### src/rtl/subleq_sequencer.sv
// SUBLEQ execution sequencer: fetches three operand words, reads both operands,
// writes B-A back to B and branches to C when the result is <= 0.
module subleq_sequencer #(
  parameter logic [15:0] RESET_PC = 16'h0000
) (
  input  logic        clk,
  input  logic        rst_n,
  input  logic        start,
  output logic [15:0] mem_addr,
  output logic [15:0] mem_wdata,
  output logic        mem_we,
  output logic        mem_re,
  input  logic [15:0] mem_rdata,
  output logic [15:0] pc,
  output logic        busy,
  output logic        halted,
  output logic [15:0] instr_count
);

  localparam int DATA_W = 16;

  localparam logic [2:0] IDLE    = 3'd0;
  localparam logic [2:0] FETCH_A = 3'd1;
  localparam logic [2:0] FETCH_B = 3'd2;
  localparam logic [2:0] FETCH_C = 3'd3;
  localparam logic [2:0] READ_A  = 3'd4;
  localparam logic [2:0] READ_B  = 3'd5;
  localparam logic [2:0] WRITE_B = 3'd6;
  localparam logic [2:0] HALT    = 3'd7;

  logic [2:0]               state;
  logic [DATA_W-1:0]        op_a;
  logic [DATA_W-1:0]        op_b;
  logic [DATA_W-1:0]        op_c;
  logic signed [DATA_W-1:0] val_a;
  logic signed [DATA_W-1:0] val_b;
  logic signed [DATA_W-1:0] res;
  logic                     leq;

  // Two's complement difference, wrapping silently on overflow.
  function automatic logic signed [DATA_W-1:0] sub_wrap(
    input logic signed [DATA_W-1:0] b,
    input logic signed [DATA_W-1:0] a
  );
    return b - a;
  endfunction

  function automatic logic is_leq(input logic signed [DATA_W-1:0] r);
    return r[DATA_W-1] | (r == '0);
  endfunction

  assign res    = sub_wrap(val_b, val_a);
  assign leq    = is_leq(res);
  assign busy   = (state != IDLE) && (state != HALT);
  assign halted = (state == HALT);

  // Bus is a pure decode of state, so reset drops mem_we without waiting for a clock.
  always_comb begin
    mem_addr  = '0;
    mem_wdata = '0;
    mem_re    = 1'b0;
    mem_we    = 1'b0;
    case (state)
      FETCH_A: begin mem_addr = pc;          mem_re = 1'b1; end
      FETCH_B: begin mem_addr = pc + 16'd1;  mem_re = 1'b1; end
      FETCH_C: begin mem_addr = pc + 16'd2;  mem_re = 1'b1; end
      READ_A:  begin mem_addr = op_a;        mem_re = 1'b1; end
      READ_B:  begin mem_addr = op_b;        mem_re = 1'b1; end
      WRITE_B: begin
        mem_addr  = op_b;
        mem_we    = 1'b1;
        mem_wdata = res;
      end
      default: ;
    endcase
  end

  always_ff @(posedge clk or negedge rst_n) begin
    if (!rst_n) begin
      state       <= IDLE;
      pc          <= RESET_PC;
      instr_count <= '0;
      op_a        <= '0;
      op_b        <= '0;
      op_c        <= '0;
      val_a       <= '0;
      val_b       <= '0;
    end else begin
      case (state)
        IDLE: begin
          if (start) begin
            instr_count <= '0;
            state       <= FETCH_A;
          end
        end
        HALT: begin
          if (start) begin
            pc          <= RESET_PC;
            instr_count <= '0;
            state       <= FETCH_A;
          end
        end
        FETCH_A: begin op_a  <= mem_rdata; state <= FETCH_B; end
        FETCH_B: begin op_b  <= mem_rdata; state <= FETCH_C; end
        FETCH_C: begin op_c  <= mem_rdata; state <= READ_A;  end
        READ_A:  begin val_a <= mem_rdata; state <= READ_B;  end
        READ_B:  begin val_b <= mem_rdata; state <= WRITE_B; end
        WRITE_B: begin
          instr_count <= instr_count + 16'd1;
          if (leq) begin
            pc    <= op_c;
            state <= op_c[DATA_W-1] ? HALT : FETCH_A;
          end else begin
            pc    <= pc + 16'd3;
            state <= FETCH_A;
          end
        end
        default: state <= IDLE;
      endcase
    end
  end

endmodule

### config.mk
export PLATFORM = sky130hd
export DESIGN_NAME = subleq_sequencer
export DESIGN_NICKNAME = d
export VERILOG_FILES = /design/src/rtl/subleq_sequencer.sv
export SDC_FILE = /design/constraint.sdc
export NUM_CORES = 1
export LEC_CHECK = 0
export ABC_AREA = 1
export BUFFER_PORTS_ARGS = -buffer_cell sky130_fd_sc_hd__buf_2
export CORE_MARGIN = 2
export CORE_UTILIZATION = 38
export CTS_CLUSTER_SIZE = 40
export DETAILED_ROUTE_END_ITERATION = 8
export GPL_ROUTABILITY_DRIVEN = 0
export SLEW_MARGIN = 0
export SYNTH_ARGS = -nofsm -noshare
export SYNTH_HDL_FRONTEND = slang
export SYNTH_SLANG_ARGS = --single-unit
### constraint.sdc
create_clock -name clk -period 5.8 [get_ports clk]
set_input_delay 1.16 -clock clk [delete_from_list [all_inputs] [get_ports clk]]
set_output_delay 1.16 -clock clk [all_outputs]
set_load 0.05 [all_outputs]
# Word-level counts from Yosys, hierarchy flattened
# Cells that the tools add are included.
# op_classes
addsub	5
n_eq_ne	10
muxes	12
n_bitwise	1
reduce_logical	11
# op_table
cell	n
case mux 16 bit (5 select lines)	1
case mux 16 bit (2 select lines)	2
two-way mux 16 bit	3
adder 16 x 1 -> 16 bit (second input constant)	2
adder 16 x 2 -> 16 bit (second input constant)	2
case mux 3 bit (7 select lines)	1
zero test 16 bit	1
subtractor 16 bit	1
== test 3 bit (second input constant)	4
two-way mux 3 bit	3
== test 3 x 2 -> 1 bit (second input constant)	2
OR reduction 5 bit	1
AND reduction 2 bit	2
nonzero test 2 bit	2
OR reduction 2 bit	2
== test 3 x 1 -> 1 bit (second input constant)	1
zero test 3 bit	1
!= test 3 bit (second input constant)	1
nonzero test 3 bit	1
two-way mux 1 bit	2
!= test 2 x 1 -> 1 bit (second input constant)	1
!= test 2 bit (second input constant)	1
logical AND 1 bit	1
OR 1 bit	1
# totals
ff_bits	115
input_bits	19
out_inout_bits	68
word_cells	47

# Depth between registers and ports, before layout
# logic_depth
ltp_word	5
mapped_depth	20

# Worst setup path after synthesis
# Ideal clock, no wire load.
# synth_path
path_type	register -> output
from	register pc[2]
to	output mem_addr[11]
t_arrival_ns	2.691
required_time_ns	4.640
path_slack_ns	1.949
path_stages_with_launch	12
cell_sequence	dfrtp_1 -> ha_1 -> nand2_1 -> nor2_1 -> inv_1 -> nor2_1 -> inv_1 -> nor2_1 -> inv_1 -> o21ai_0 -> o211ai_1 -> a31oi_1
# synth_between
elab_chain_cells	2
# synth_lines
item	line_no	source
start: declaration	14	output logic [15:0] pc,
start signal: assignment	111	pc <= op_c;
start signal: assignment	114	pc <= pc + 16'd3;
adder 16 x 2 -> 16 bit or adder 16 x 1 -> 16 bit (tied branches)	66, 65	
case mux 16 bit (5 select lines) (*)	63	case (state)
end: declaration	9	output logic [15:0] mem_addr,
# Every way passes the cells marked *; elsewhere a longest branch is shown, timed or not.

# Worst setup path after layout
# layout_path
from	register state[1]
to	output mem_addr[9]
# layout_between
elab_chain_cells	3
# layout_lines
item	line_no	source
start: declaration	31	logic [2:0] state;
start signal: assignment	112	state <= op_c[DATA_W-1] ? HALT : FETCH_A;
== test 3 bit	63	
OR reduction 2 bit (no source line)	--	
case mux 16 bit (5 select lines) (*)	63	
# Marks and branches as above.

==> results.txt <==
----------------------------------------------------
[Status]
  Outcome ... complete, no violations

[Clock network]
  Clock network latency to the later pin of the worst-skew pair ... 0.42 ns
  H-Tree Level Count ... 4
  Clock-pin slew reported for the worst setup and hold paths after clock tree synthesis ... 0.06 ns
  Maximum root-to-sink buffer count ... 2
  Post_cts resized ... 0
  Clock buffer count from CTS ... 17
  Clock tree root buffer cell ... clkbuf_16
  Number of hold buffers added after CTS ... 0
  Total clock sinks ... between 100 and 150
  CTS tree ... yes
  Number of post-CTS setup repair buffers ... 0

[Timing]
  Time the final worst path needs with I/O delays and setup ... between 4 and 5 ns
  Max-slew violation count ... 0
  Relative slew margins ... 26.5%
  Final period util ... 77.0%
  Final Setup Violations ... 0
  Final worst slack ... around 1.3 ns
  Setup repair after global routing missed its margin ... no
  Clk_skew ... roughly 0.0068 ns
  Final Hold Fails ... 0
  Setup_tns ... 0 ns
  Transition time of the tightest slew-check pin ... 1.10 ns
  Maximum operating frequency ... 0.224 GHz

[Setup path]
  Worst Path Arrival ... around 3.3 ns
  Data required, critical path ... around 4.6 ns
  Cell-by-cell listing of the critical path ... inv_1, nor2_1, inv_1, nor2_1, inv_1, nor2_1, nor2_1, o21ai_0, a21oi_1, a21oi_1, buf_2
  Worst Setup Path Type ... register to output port
  Max stage delay on crit path ... roughly 0.60 ns
  CP most frequent cell ... nor2_1
  CP endpoint kind ... output port
  Worst reg2reg path startpoint ... val_a[0]
  Slowest cell on crit path ... inv_1
  Worst setup SP type ... register
  Critical path peak fanout ... 38
  Critical path startpoint ... state[1]

[Global route]
  Maximum number of pins on one net before global-route repair ... 78
  First-pass GRT wire length ... 33.3 mm
  Number of global-route vias before repair ... ~6300
  Overall Global Routing Usage ... between 20% and 30%
  Number of antenna violations at the first check in global routing ... 0
  Remaining Overflow, GRT ... 0

[Die]
  Die area ... between 0.015 and 0.02 mm^2
  DIE WIDTH ... 141 um
  Placement row count ... 50
  Vert. Die Dim ... 141 um
  Number of placed I/O pins ... 87
  Standard cell core area ... 0.0186 mm^2
  Initial Utilization ... 38.6%

[Synth]
  Number of synthesized flops with an enable pin ... 0
  Cell count after synthesis ... 991
  Yosys reg bits ... 115
  Share of the yosys chip area belonging to registers ... between 40 and 50%
  Warning count from the yosys run ... 0
  Post-synth cell types ... approximately 50
  Average cell area after synthesis ... 7.23 um^2
  Post-synthesis async set-or-reset flop share ... 100%
  Main synth FF type ... dfrtp_1
  Post-synthesis net count ... roughly 1000
  Cell area after synthesis ... 0.00717 mm^2

[Placement]
  Count of buffers from port buffering ... 86
  Placed cell area ... around 0.008 mm^2
  Worst slack at placement ... 1.81 ns
  Half-perimeter wire length after placement ... 15.2 mm

[Route]
  Detailed Route WL ... about 20 mm
  Via total after detailed routing ... approximately 6600
  Total iterations of the first detailed-routing run ... 5
  DRC ... 0
  Number of nets with antenna violations after routing ... 0
  Number of DRC violations after detailed-routing iteration 0 ... approximately 540
  Number of vias per cell ... 5.05
  WL per Instance ... 15.6 um

[Cells and area]
  Layout cell share with drive strength beyond 1 ... roughly 15%
  Antenna diodes ... 0
  Number of nets in the final layout ... 1113
  Area of all placed cells without fillers ... 0.00835 mm^2
  Most common library cell in the layout ignoring fill and taps ... nand2_1
  Area growth, synth to finish ... 16.5%
  Commonest cells after routing, fill and taps aside ... 277 x nand2_1, 152 x inv_1, 115 x dfrtp_1

[Min path]
  Source of the worst hold timing path ... instr_count[15]
  Path category of the worst min-delay check ... register to register

[Job]
  Total of max-cap violations ... 0

----------------------------------------------------
cells in the mapped netlist (all sizes together), types with 4 or more instances:
cell / number / area (um^2)
a21oi: 33 / 191
a221oi: 10 / 87.6
a31oi: 5 / 31.3
buf: 12 / 90.1
clkbuf: 20 / 75.1
dfrtp: 115 / 2880
ha: 22 / 275
inv: 153 / 574
nand2: 290 / 1130
nand3: 63 / 380
nand3b: 6 / 45.0
nand4: 6 / 43.8
nor2: 83 / 322
nor3: 14 / 75.1
o21ai: 108 / 541
o22ai: 5 / 31.3
o31ai: 4 / 30.0
xor2: 15 / 150
final cells by class:
| cell class | count | area (um^2) |
|---|---|---|
| multi-input combinational | 689 | 3550 |
| clock inverter | 9 | 108 |
| tap | 234 | 293 |
| timing repair buffer | 93 | 485 |
| sequential | 115 | 2880 |
| fill | 1858 | 10200 |
| inverter | 155 | 582 |
| clock buffer | 22 | 454 |
kinds of logic (layout without fill, tap and decap cells):
group	after synthesis	count (layout)	synth area share, %
AND/OR/NAND/NOR	467	467	28.2
buffers and inverters	187	279	10.4
AO/OA/AOI/OAI	178	178	14.2
flip-flops	115	115	40.1
adder cells (fa/ha/maj)	23	23	4.12
XOR/XNOR	18	18	2.46
multiplexers	3	3	0.419
final timing paths:
path                       depth (start not counted)  slack [ns]               to
min in group asynchronous                          1        0.90   instr_count[9]
min reg2reg                                        1        0.47  instr_count[15]
max                                               11        1.34      mem_addr[9]
max reg2reg                                       17        2.77         state[1]
max in group asynchronous                          2        3.79          op_b[4]
min                                                1        0.47  instr_count[15]
metrics by stage:
step / hold WS [ns] / cells / util, %
floorplan: 0.453 / 991 / -
CTS: 0.479 / 1317 / 44.9
global placement: 0.454 / 1286 / 41.9
global route: 0.505 / 1317 / 44.9
detailed placement: 0.471 / 1286 / 41.9
finish: 0.472 / 1317 / 44.9
registers in the layout (all words and copies together) (netlist names):
name,count
instr_count,16
op_a,16
op_b,16
op_c,16
pc,16
val_a,16
val_b,16
state,3
critical path: cells and delay by family (launching register included):
kind / cells / cell delay (ns)
buf+inv: 4 / 1.05
simple gates: 4 / 1.02
flops: 1 / 0.42
compound gates: 3 / 0.37
metal layers:
layer | vias to the layer above | global-route usage (%) | share of wire [%]
li1 | 3336 | - | -
met1 | 3108 | 28.8 | 46
met2 | 179 | 34.0 | 47
met3 | 25 | 4.35 | 5.7
met4 | 0 | 6.58 | 1.8
met5 | - | 0 | 0
Power is left out: the tool's default activity adds up to more than one toggle a clock period on the data nets, which glitch-free logic cannot reach.
